==> config.mk <==
export PLATFORM = sky130hd
export DESIGN_NAME = round_sat_pipe_flat
export DESIGN_NICKNAME = d
export VERILOG_FILES = /design/src/rtl/round_sat_pipe_if.sv /design/src/rtl/round_sat_pipe.sv /design/src/flat_wrapper.sv
export SDC_FILE = /design/constraint.sdc
export NUM_CORES = 1
export LEC_CHECK = 0
export CORE_MARGIN = 10
export CORE_UTILIZATION = 46
export DETAILED_ROUTE_END_ITERATION = 10
export PLACE_DENSITY = 0.75
export SLEW_MARGIN = 0
export SYNTH_ARGS = -nofsm -noshare
export SYNTH_HDL_FRONTEND = slang
export SYNTH_SLANG_ARGS = --single-unit
==> constraint.sdc <==
create_clock -name clk -period 4 [get_ports clk]
set_clock_uncertainty 0.15 [all_clocks]
set_input_delay 1 -clock clk [delete_from_list [all_inputs] [get_ports clk]]
set_output_delay 1 -clock clk [all_outputs]
set_load 0.005 [all_outputs]
==> src/rtl/round_sat_pipe_if.sv <==
// round_sat_pipe_if: input beat stream, output beat stream and saturation counter access for round_sat_pipe
//   i_data/i_mode/i_vld -> i_rdy : upstream beats (ch0 in LSBs) with per-beat rounding mode
//   o_data/o_sat/o_vld <- o_rdy  : downstream rounded, saturated beats with per-channel saturation flags
//   i_sat_clr -> o_sat_cnt       : clear and read the saturated-beat counter
interface round_sat_pipe_if #(
    parameter int N_CH  = 4,
    parameter int W_IN  = 32,
    parameter int W_OUT = 16,
    parameter int W_CNT = 16
);
    logic [N_CH*W_IN-1:0]  i_data;
    logic [1:0]            i_mode;
    logic                  i_vld;
    logic                  i_rdy;
    logic [N_CH*W_OUT-1:0] o_data;
    logic [N_CH-1:0]       o_sat;
    logic                  o_vld;
    logic                  o_rdy;
    logic                  i_sat_clr;
    logic [W_CNT-1:0]      o_sat_cnt;
    modport slave (
        input  i_data, i_mode, i_vld, o_rdy, i_sat_clr,
        output i_rdy, o_data, o_sat, o_vld, o_sat_cnt
    );
    modport master (
        output i_data, i_mode, i_vld, o_rdy, i_sat_clr,
        input  i_rdy, o_data, o_sat, o_vld, o_sat_cnt
    );
endinterface

==> src/rtl/round_sat_pipe.sv <==
// round_sat_pipe: 2-stage multi-channel signed rounding (4 modes) and saturation with valid/ready flow and a saturation counter
//   clk : rising-edge clock
//   rst : asynchronous active-low reset
//   bus : round_sat_pipe_if slave (input beats, output beats, i_sat_clr, o_sat_cnt)
module round_sat_pipe #(
    parameter int N_CH  = 4,
    parameter int W_IN  = 32,
    parameter int FRAC  = 16,
    parameter int W_OUT = 16,
    parameter int W_CNT = 16
) (
    input logic              clk,
    input logic              rst,
    round_sat_pipe_if.slave  bus
);
    localparam int W_R = W_IN + 1 - FRAC;
    localparam logic [W_IN:0] ONE = {{W_IN{1'b0}}, 1'b1};
    localparam logic [W_IN:0] H   = ONE << (FRAC - 1);
    localparam logic [W_IN:0] HM1 = H - ONE;
    logic                  s1_vld;
    logic [N_CH*W_R-1:0]   s1_r;
    logic [N_CH*W_R-1:0]   s1_d;
    logic                  o_vld;
    logic [N_CH*W_OUT-1:0] o_data;
    logic [N_CH-1:0]       o_sat;
    logic [N_CH*W_OUT-1:0] s2_d;
    logic [N_CH-1:0]       s2_s;
    logic [W_CNT-1:0]      cnt;
    logic                  adv2;
    logic                  i_rdy;
    assign adv2  = !o_vld || bus.o_rdy;
    assign i_rdy = !s1_vld || adv2;
    for (genvar c = 0; c < N_CH; c++) begin : g_ch
        logic [W_IN-1:0]    x;
        logic [W_IN:0]      add;
        logic [W_R-1:0]     r;
        logic [W_R-W_OUT:0] top;
        logic               sat;
        assign x = bus.i_data[c*W_IN +: W_IN];
        // convergent adds h or h-1 depending on the kept LSB; half-away subtracts one for negatives
        always_comb add = bus.i_mode == 2'd0 ? '0 :
                          bus.i_mode == 2'd1 ? H :
                          bus.i_mode == 2'd2 ? (x[FRAC] ? H : HM1) :
                                               (x[W_IN-1] ? HM1 : H);
        // one guard bit keeps the sum exact; the logical shift leaves the sign-correct upper bits in range
        assign s1_d[c*W_R +: W_R] = W_R'(({x[W_IN-1], x} + add) >> FRAC);
        assign r   = s1_r[c*W_R +: W_R];
        // value fits W_OUT bits only when the sign bit and all dropped upper bits agree
        assign top = r[W_R-1:W_OUT-1];
        assign sat = !(&top || !(|top));
        assign s2_s[c] = sat;
        assign s2_d[c*W_OUT +: W_OUT] = !sat ? r[W_OUT-1:0] :
                                        r[W_R-1] ? {1'b1, {(W_OUT-1){1'b0}}} : {1'b0, {(W_OUT-1){1'b1}}};
    end
    always_ff @(posedge clk or negedge rst)
        if (!rst) begin
            s1_vld <= 1'b0;
            s1_r   <= '0;
        end else if (i_rdy) begin
            s1_vld <= bus.i_vld;
            if (bus.i_vld) s1_r <= s1_d;
        end
    always_ff @(posedge clk or negedge rst)
        if (!rst) begin
            o_vld  <= 1'b0;
            o_data <= '0;
            o_sat  <= '0;
        end else if (adv2) begin
            o_vld <= s1_vld;
            if (s1_vld) begin
                o_data <= s2_d;
                o_sat  <= s2_s;
            end
        end
    always_ff @(posedge clk or negedge rst)
        if (!rst) cnt <= '0;
        else if (bus.i_sat_clr) cnt <= '0;
        else if (o_vld && bus.o_rdy && |o_sat && !(&cnt)) cnt <= cnt + W_CNT'(1);
    assign bus.i_rdy     = i_rdy;
    assign bus.o_vld     = o_vld;
    assign bus.o_data    = o_data;
    assign bus.o_sat     = o_sat;
    assign bus.o_sat_cnt = cnt;
endmodule
==> src/flat_wrapper.sv <==
// flat-port wrapper written by rule: the top's interface ports become plain ports
module round_sat_pipe_flat 
#(
    parameter int N_CH  = 4,
    parameter int W_IN  = 32,
    parameter int FRAC  = 16,
    parameter int W_OUT = 16,
    parameter int W_CNT = 16
)
  (clk, rst, bus_i_data, bus_i_mode, bus_i_vld, bus_o_rdy, bus_i_sat_clr, bus_i_rdy, bus_o_data, bus_o_sat, bus_o_vld, bus_o_sat_cnt);
  round_sat_pipe_if #(.N_CH(N_CH), .W_IN(W_IN), .W_OUT(W_OUT), .W_CNT(W_CNT)) bus_i ();
  input logic clk;
  input logic rst;
  input wire logic [$bits(bus_i.i_data)-1:0] bus_i_data;
  input wire logic [$bits(bus_i.i_mode)-1:0] bus_i_mode;
  input wire logic [$bits(bus_i.i_vld)-1:0] bus_i_vld;
  input wire logic [$bits(bus_i.o_rdy)-1:0] bus_o_rdy;
  input wire logic [$bits(bus_i.i_sat_clr)-1:0] bus_i_sat_clr;
  output wire logic [$bits(bus_i.i_rdy)-1:0] bus_i_rdy;
  output wire logic [$bits(bus_i.o_data)-1:0] bus_o_data;
  output wire logic [$bits(bus_i.o_sat)-1:0] bus_o_sat;
  output wire logic [$bits(bus_i.o_vld)-1:0] bus_o_vld;
  output wire logic [$bits(bus_i.o_sat_cnt)-1:0] bus_o_sat_cnt;
  assign bus_i.i_data = bus_i_data;
  assign bus_i.i_mode = bus_i_mode;
  assign bus_i.i_vld = bus_i_vld;
  assign bus_i.o_rdy = bus_o_rdy;
  assign bus_i.i_sat_clr = bus_i_sat_clr;
  assign bus_i_rdy = bus_i.i_rdy;
  assign bus_o_data = bus_i.o_data;
  assign bus_o_sat = bus_i.o_sat;
  assign bus_o_vld = bus_i.o_vld;
  assign bus_o_sat_cnt = bus_i.o_sat_cnt;
  round_sat_pipe #(.N_CH(N_CH), .W_IN(W_IN), .FRAC(FRAC), .W_OUT(W_OUT), .W_CNT(W_CNT)) u_core (.clk(clk), .rst(rst), .bus(bus_i));
endmodule
==> results of run 1 <==
worst reg2reg max path: cells and delay by family (launching register included):
kind	cells	cell delay, ns
compound gates	2	0.34
simple gates	1	0.91
flops	1	0.42
buf+inv	1	0.07
fa+ha+maj	1	0.55
final cells by class:
cell class | count | area share (%)
Tap cell | 265 | 2.59
Clock inverter | 15 | 1.18
Inverter | 15 | 0.440
Sequential cell | 154 | 30.1
Timing Repair Buffer | 296 | 22.2
Antenna cell | 2 | 0.0391
Multi-Input combinational cell | 849 | 40.1
Clock buffer | 17 | 3.32
report_power, final:
part | switching, uW | internal (uW) | total [uW] | leakage [uW]
Sequential | 198 | 1870 | 2070 | 0.00186
Clock | 703 | 880 | 1580 | 0.000286
Combinational | 767 | 859 | 1630 | 0.00323
sequential cells by signal, summed over array words and instances (netlist names):
name	count
u_core.bus.o_sat_cnt	16
u_core.s1_r	68
u_core.s1_vld	1
u_core.bus.o_data	64
u_core.bus.o_vld	1
u_core.bus.o_sat	4
logic make-up (layout without fill, tap and decap cells):
group,Yosys count,count (layout)
buffers and inverters,71,343
AO/OA/AOI/OAI,349,349
adder cells (fa/ha/maj),69,69
multiplexers,2,2
XOR/XNOR,19,19
other,0,2
AND/OR/NAND/NOR,410,410
flip-flops,154,154
cell usage in the layout, fill, tap and decap left out, types with 4 or more instances in the layout:
master,instances
clkdlybuf4s50_1,219
nand2_1,154
dfrtp_1,154
o21ai_0,124
a21oi_1,93
nor2_1,83
buf_4,71
ha_1,69
a31oi_1,46
nand3_1,29
or4_1,27
nand4_1,25
or3_1,25
o31ai_1,23
and3_1,18
clkbuf_16,17
inv_1,15
xnor2_1,11
o211ai_1,10
nor3_1,8
xor2_1,8
inv_6,8
nand2b_1,6
and4_1,6
and2_1,6
nor4_1,5
o21a_1,5
buf_12,5
or2_2,4
a211oi_1,4
a211o_1,4
clkinv_4,4
metrics by stage:
step	power (uW)	utilization (%)
global route	5620	65.1
floorplan	2760	-
global placement	3690	62.1
detailed placement	3740	62.1
finish	5280	65.1
CTS	5330	65.1
what timing repair did:
action | in CTS | in global routing
resized for setup | 0 | 2
setup endpoints to repair | 0 | 2
hold endpoints to repair | 0 | 0
layer usage:
layer / global-route usage, % / up-vias / wire (um)
li1: - / 4491 / -
met2: 33.5 / 252 / 12500
met3: 5.08 / 31 / 1700
met1: 25.7 / 4215 / 12000
met5: 0 / - / 0
met4: 6.41 / 0 / 513
final timing paths:
| check | startpoint | cells after the start | slack [ns] | to |
|---|---|---|---|---|
| worst max-delay path | bus_i_mode[0] | 13 | 0.19 | u_core.s1_r[48] |
| worst min-delay path | u_core.bus.o_data[31] | 2 | 0.32 | u_core.bus.o_data[31] |
| worst max register to register | u_core.s1_r[32] | 5 | 1.49 | u_core.bus.o_data[22] |
| worst min register to register | u_core.bus.o_data[31] | 2 | 0.32 | u_core.bus.o_data[31] |
| max in group asynchronous | rst | 2 | 2.41 | u_core.s1_r[16] |
| min in group asynchronous | rst | 1 | 0.45 | u_core.bus.o_data[58] |
==> reports/results.tsv, run 1 <==
metric	value	unit
status	completed	
CP Capture Type	flip-flop	
min-delay worst type	flip-flop to flip-flop	
Clock Tree Root	clkbuf_16	
CP bufs+invs	3	
Fin Hold WS	0.316	ns
initial antenna violation count	2	
most numerous cell in the Yosys netlist	nand2_1	
fin. max-slew vios	0	
Syn Nets	1278	
WP data arrival	3.92	ns
Worst-Skew Late Latency	0.42	ns
Cells after Synth	1074	
Worst setup SP type	input port	
share of cells above drive strength 1	9.21	%
CP max FO	12	
Starting Density	47.1	%
critical path's slowest cell	clkdlybuf4s50_1	
worst-margin pin slew	1.05	ns
Hold Fails Final Rpt	0	
Yosys reg bits	154	
RePlAce Congestion	0.938	
power per cell area	412	mW/mm^2
number of flops mapped to enable cells by yosys	0	
largest net degree at the start of global routing	80	
post-synthesis compound-gate area fraction	22.5	%
drt total wl	26.8	mm
vias in the first global route	9074	
setup bufs post-CTS	0	
syn_area_per_cell	8.62	um^2
per-cell routed wire length	16.6	um
DRC	0	
Leak	0.00538	uW
H-tree Lvls	4	
# setup viols final	0	
fin crit period	3.81	ns
clock transition at the registers of the reported paths	0.07	ns
multi-input logic area	0.00514	mm^2
Filler Cells Inserted	1736	
placed cells	1579	
share of the synthesized area in the top cell type	41.6	%
first-pass GRT wire length	44.5	mm
area grow syn2layout	38.2	%
CTS Buffer Depth	2	
CP top delay family	simple AND/OR/NAND/NOR gates	
main combinational cell family by area after synthesis	compound AO/OA/AOI/OAI gates	
Vias	8989	
CTS Sinks	154	
CTS Buf Count	17	
drt first pass iters	5	
IO buf count	220	
total track usage	20.4	%
max-capacitance violation count	0	
Routed Antenna Nets	0	
synth warn	0	
adder-cell area share of the yosys netlist	9.33	%
Yosys top cell by area	dfrtp_1	
Most used DFF post-synth	dfrtp_1	
max incr delay on CP	0.47	ns
core region area	0.0197	mm^2
Synth Cell Area	0.00926	mm^2
die width	162	um
XOR/XNOR Fraction of Synth Area	1.80	%
Crit Path Class	input port to flip-flop	
mux cell area share after synthesis	0.216	%
die area	0.0262	mm^2
total grt overflow	0	
Max VDD drop	283	uV
synth top area cells	dfrtp_1, ha_1, o21ai_0	
# hold bufs at CTS	0	
area post-placement	0.0122	mm^2
Fmax	262	MHz
dpl ws	-0.241	ns
net count reported at finish	1537	
initial drt markers	537	
CTS tree	built	
Worst Path Required	4.11	ns
Slew headroom	29.6	%
crit share post-route	95.3	%
Synth Area in Simple Gates	21.4	%
RSZ-0062 raised after global routing	false	
height of the chip	162	um
post-route cell area	0.0128	mm^2
Yosys cell types	62	
setup TNS	0	ns
Async SR Flop Fraction	100	%
fin cells	1613	
Core Rows	51	
Seq/Total Area, Yosys	41.6	%
top cells by count, synth	nand2_1, dfrtp_1, o21ai_0	
Via density	5.57	
# IOs	221	
register area	0.00385	mm^2
CP Cell Sequence	clkdlybuf4s50_1 -> buf_4 -> nand2b_1 -> o211a_2 -> nor2_1 -> ha_1 -> and2_1 -> a311o_1 -> or4_1 -> a21oi_1 -> buf_4 -> or4_1 -> a31oi_1	
final worst setup slack	0.190	ns
HPWL reported at the end of detailed placement	20.9	mm
(Power assumes the default switching activity.)
==> run 2, diff against run 1 <==
--- a/config.mk
+++ b/config.mk
@@ -5,10 +5,12 @@
 export SDC_FILE = /design/constraint.sdc
 export NUM_CORES = 1
 export LEC_CHECK = 0
+export ABC_AREA = 1
 export CORE_MARGIN = 10
 export CORE_UTILIZATION = 46
 export DETAILED_ROUTE_END_ITERATION = 10
-export PLACE_DENSITY = 0.75
+export HOLD_SLACK_MARGIN = 0.15
+export PLACE_DENSITY = 0.72
 export SLEW_MARGIN = 0
 export SYNTH_ARGS = -nofsm -noshare
 export SYNTH_HDL_FRONTEND = slang
==> run 2 against run 1 <==
Net effect: via count increased by 33%; worst hold slack better by 0.013 ns; non-clock buffer count shrank 57; routed wire length rose by 33%; die area rose by 19%; sequential power grew 9%; core utilization fell by 5.0 points; critical endpoint is now u_core.s1_r[56].
==> reports/results.tsv, run 2 <==
metric	value	unit
adder-cell area share of the yosys netlist	7.64	%
total track usage	22.3	%
CP bufs+invs	4	
Synth Cell Area	0.0113	mm^2
vias in the first global route	11400	
XOR/XNOR Fraction of Synth Area	0.310	%
Fmax	285	MHz
drt total wl	35.6	mm
synth top area cells	dfrtp_1, nand2_1, ha_1	
Clock Tree Root	clkbuf_16	
fin cells	2227	
Worst Path Required	4.15	ns
Routed Antenna Nets	0	
CTS tree	built	
CTS Buf Count	17	
Yosys cell types	47	
fin crit period	3.51	ns
H-tree Lvls	4	
Cells after Synth	1669	
area grow syn2layout	29.1	%
max reg flops	68	
largest net degree at the start of global routing	92	
Seq/Total Area, Yosys	34.1	%
# IOs	221	
CTS Sinks	154	
Vias	11900	
Via density	5.35	
first-pass GRT wire length	57.3	mm
height of the chip	177	um
post-synthesis compound-gate area fraction	12.7	%
Top Usage Layer GRT	met2	
met2 Track Usage GR	37.1	%
min-delay worst type	flip-flop to flip-flop	
# hold bufs at CTS	0	
Most used DFF post-synth	dfrtp_1	
mux cell area share after synthesis	0	%
setup TNS	0	ns
Slew headroom	37.3	%
Worst-Skew Late Latency	0.42	ns
Leak	0.00704	uW
critical path's slowest cell	clkdlybuf4s50_1	
Starting Density	46.6	%
top cells by count, synth	nand2_1, nor2_1, inv_1	
Core Rows	57	
most flop-heavy register	u_core.s1_r	
CP dominant cell by count	nand2_1	
net count reported at finish	2094	
main combinational cell family by area after synthesis	simple AND/OR/NAND/NOR gates	
initial drt markers	950	
IO buf count	220	
# setup viols final	0	
core region area	0.0242	mm^2
max incr delay on CP	0.51	ns
CTS Buffer Depth	2	
CP Capture Type	flip-flop	
DRC	0	
RSZ-0062 raised after global routing	false	
per-cell routed wire length	16.0	um
most frequent cells in the layout	nand2_1, clkdlybuf4s50_1, nor2_1	
drt first pass iters	5	
number of flops mapped to enable cells by yosys	0	
met3 Resource Use GR	4.86	%
max-capacitance violation count	0	
die width	177	um
Fin Hold WS	0.329	ns
RePlAce Congestion	0.958	
synth warn	0	
placed cells	2195	
total grt overflow	0	
Crit Path Class	input port to flip-flop	
status	completed	
syn_area_per_cell	6.77	um^2
Filler Cells Inserted	2325	
Yosys reg bits	154	
setup bufs post-CTS	0	
most numerous cell in the Yosys netlist	nand2_1	
fin. max-slew vios	0	
leading cell type in the layout, fill and taps excluded	nand2_1	
share of cells above drive strength 1	4.99	%
Max VDD drop	271	uV
Syn Nets	1873	
Resize count post-CTS	0	
share of the synthesized area in the top cell type	34.1	%
crit share post-route	87.7	%
initial antenna violation count	0	
Yosys top cell by area	dfrtp_1	
CP Cell Sequence	clkdlybuf4s50_1 -> buf_12 -> nand2_1 -> o21ai_2 -> nand2_1 -> inv_1 -> buf_12 -> ha_1 -> a21oi_1 -> nor2_1 -> o21ai_1 -> nand2_1 -> nand2_1 -> nand3_2 -> or2_1 -> nand3_1 -> o21ai_0	
Tot Pwr	6100	uW
dpl ws	0.0952	ns
final worst setup slack	0.491	ns
Worst setup SP type	input port	
power per cell area	418	mW/mm^2
HPWL reported at the end of detailed placement	28.2	mm
worst-margin pin slew	0.937	ns
# diodes	0	
Hold Fails Final Rpt	0	
clock transition at the registers of the reported paths	0.06	ns
Async SR Flop Fraction	100	%
CP top delay family	buffers and inverters	
die area	0.0312	mm^2
Synth Area in Simple Gates	37.5	%
routing usage on met1	29.1	%
WP data arrival	3.65	ns
CP max FO	14	
[run 2: cell types whose count changed in the layout (fill, tap and decap cells not counted), moves of 20 or more]
cell | before | now
or4_1 | 27 | 0
nand2_1 | 154 | 512
buf_4 | 71 | 13
nor2_1 | 83 | 187
or3_1 | 25 | 0
a31oi_1 | 46 | 3
inv_1 | 15 | 172
o21ai_0 | 124 | 79
nand3_1 | 29 | 130
o211ai_1 | 10 | 30
[run 2: worst reg2reg max path, stage by stage, from the launching register on]
cell and delay (ns):
dfrtp_1 0.37, inv_1 0.05, ha_1 0.52, nor2_1 0.81, a21oi_1 0.12, o21ai_0 0.21
[run 2: power by group]
| part | switching (uW) | internal, uW |
|---|---|---|
| registers | 296 | 1970 |
| clock network | 663 | 1070 |
| logic | 1060 | 1040 |
[run 2: area by class of cell]
class                           count  area (um^2)  share of cell area [%]
Multi-Input combinational cell   1298         6590                    45.2
Sequential cell                   154         3850                    26.4
Timing Repair Buffer              239         2420                    16.6
Inverter                          180          678                    4.65
Clock buffer                       19          443                    3.04
Tap cell                          324          405                    2.78
Clock inverter                     13          193                    1.32
[run 2: logic make-up (layout without fill, tap and decap cells)]
| logic type | after synthesis | count (layout) |
|---|---|---|
| buffers and inverters | 217 | 451 |
| DFF | 154 | 154 |
| xor gates and xnor gates | 4 | 4 |
| and+or+nand+nor | 974 | 974 |
| adders and majority gates | 69 | 69 |
| AOI/OAI and AO/OA | 251 | 251 |
[run 2: worst paths after layout]
path / slack (ns) / endpoint / start / depth (start not counted)
setup reg to reg: 1.69 / u_core.bus.o_data[35] / u_core.s1_r[49] / 5
max in group asynchronous: 2.48 / u_core.bus.o_data[7] / rst / 2
hold reg to reg: 0.33 / u_core.bus.o_data[48] / u_core.s1_r[51] / 2
setup / recovery: 0.49 / u_core.s1_r[56] / bus_i_mode[0] / 17
min in group asynchronous: 0.37 / u_core.s1_r[40] / rst / 1
hold / removal: 0.33 / u_core.bus.o_data[48] / u_core.s1_r[51] / 2
[run 2: per-stage QoR]
stage	utilization [%]	area, um^2
final	60.1	14600
after global routing	60.1	14600
after CTS	60.1	14600
after detailed placement	57.5	13900
after global placement	57.5	13900
after floorplan	-	11300
[run 2: routing by layer]
layer	share of wire (%)	wire [um]	up-vias
li1	-	-	5970
met1	45	16000	5543
met2	47	16800	381
met3	6.7	2390	24
met4	1.1	393	0
met5	0	0	-
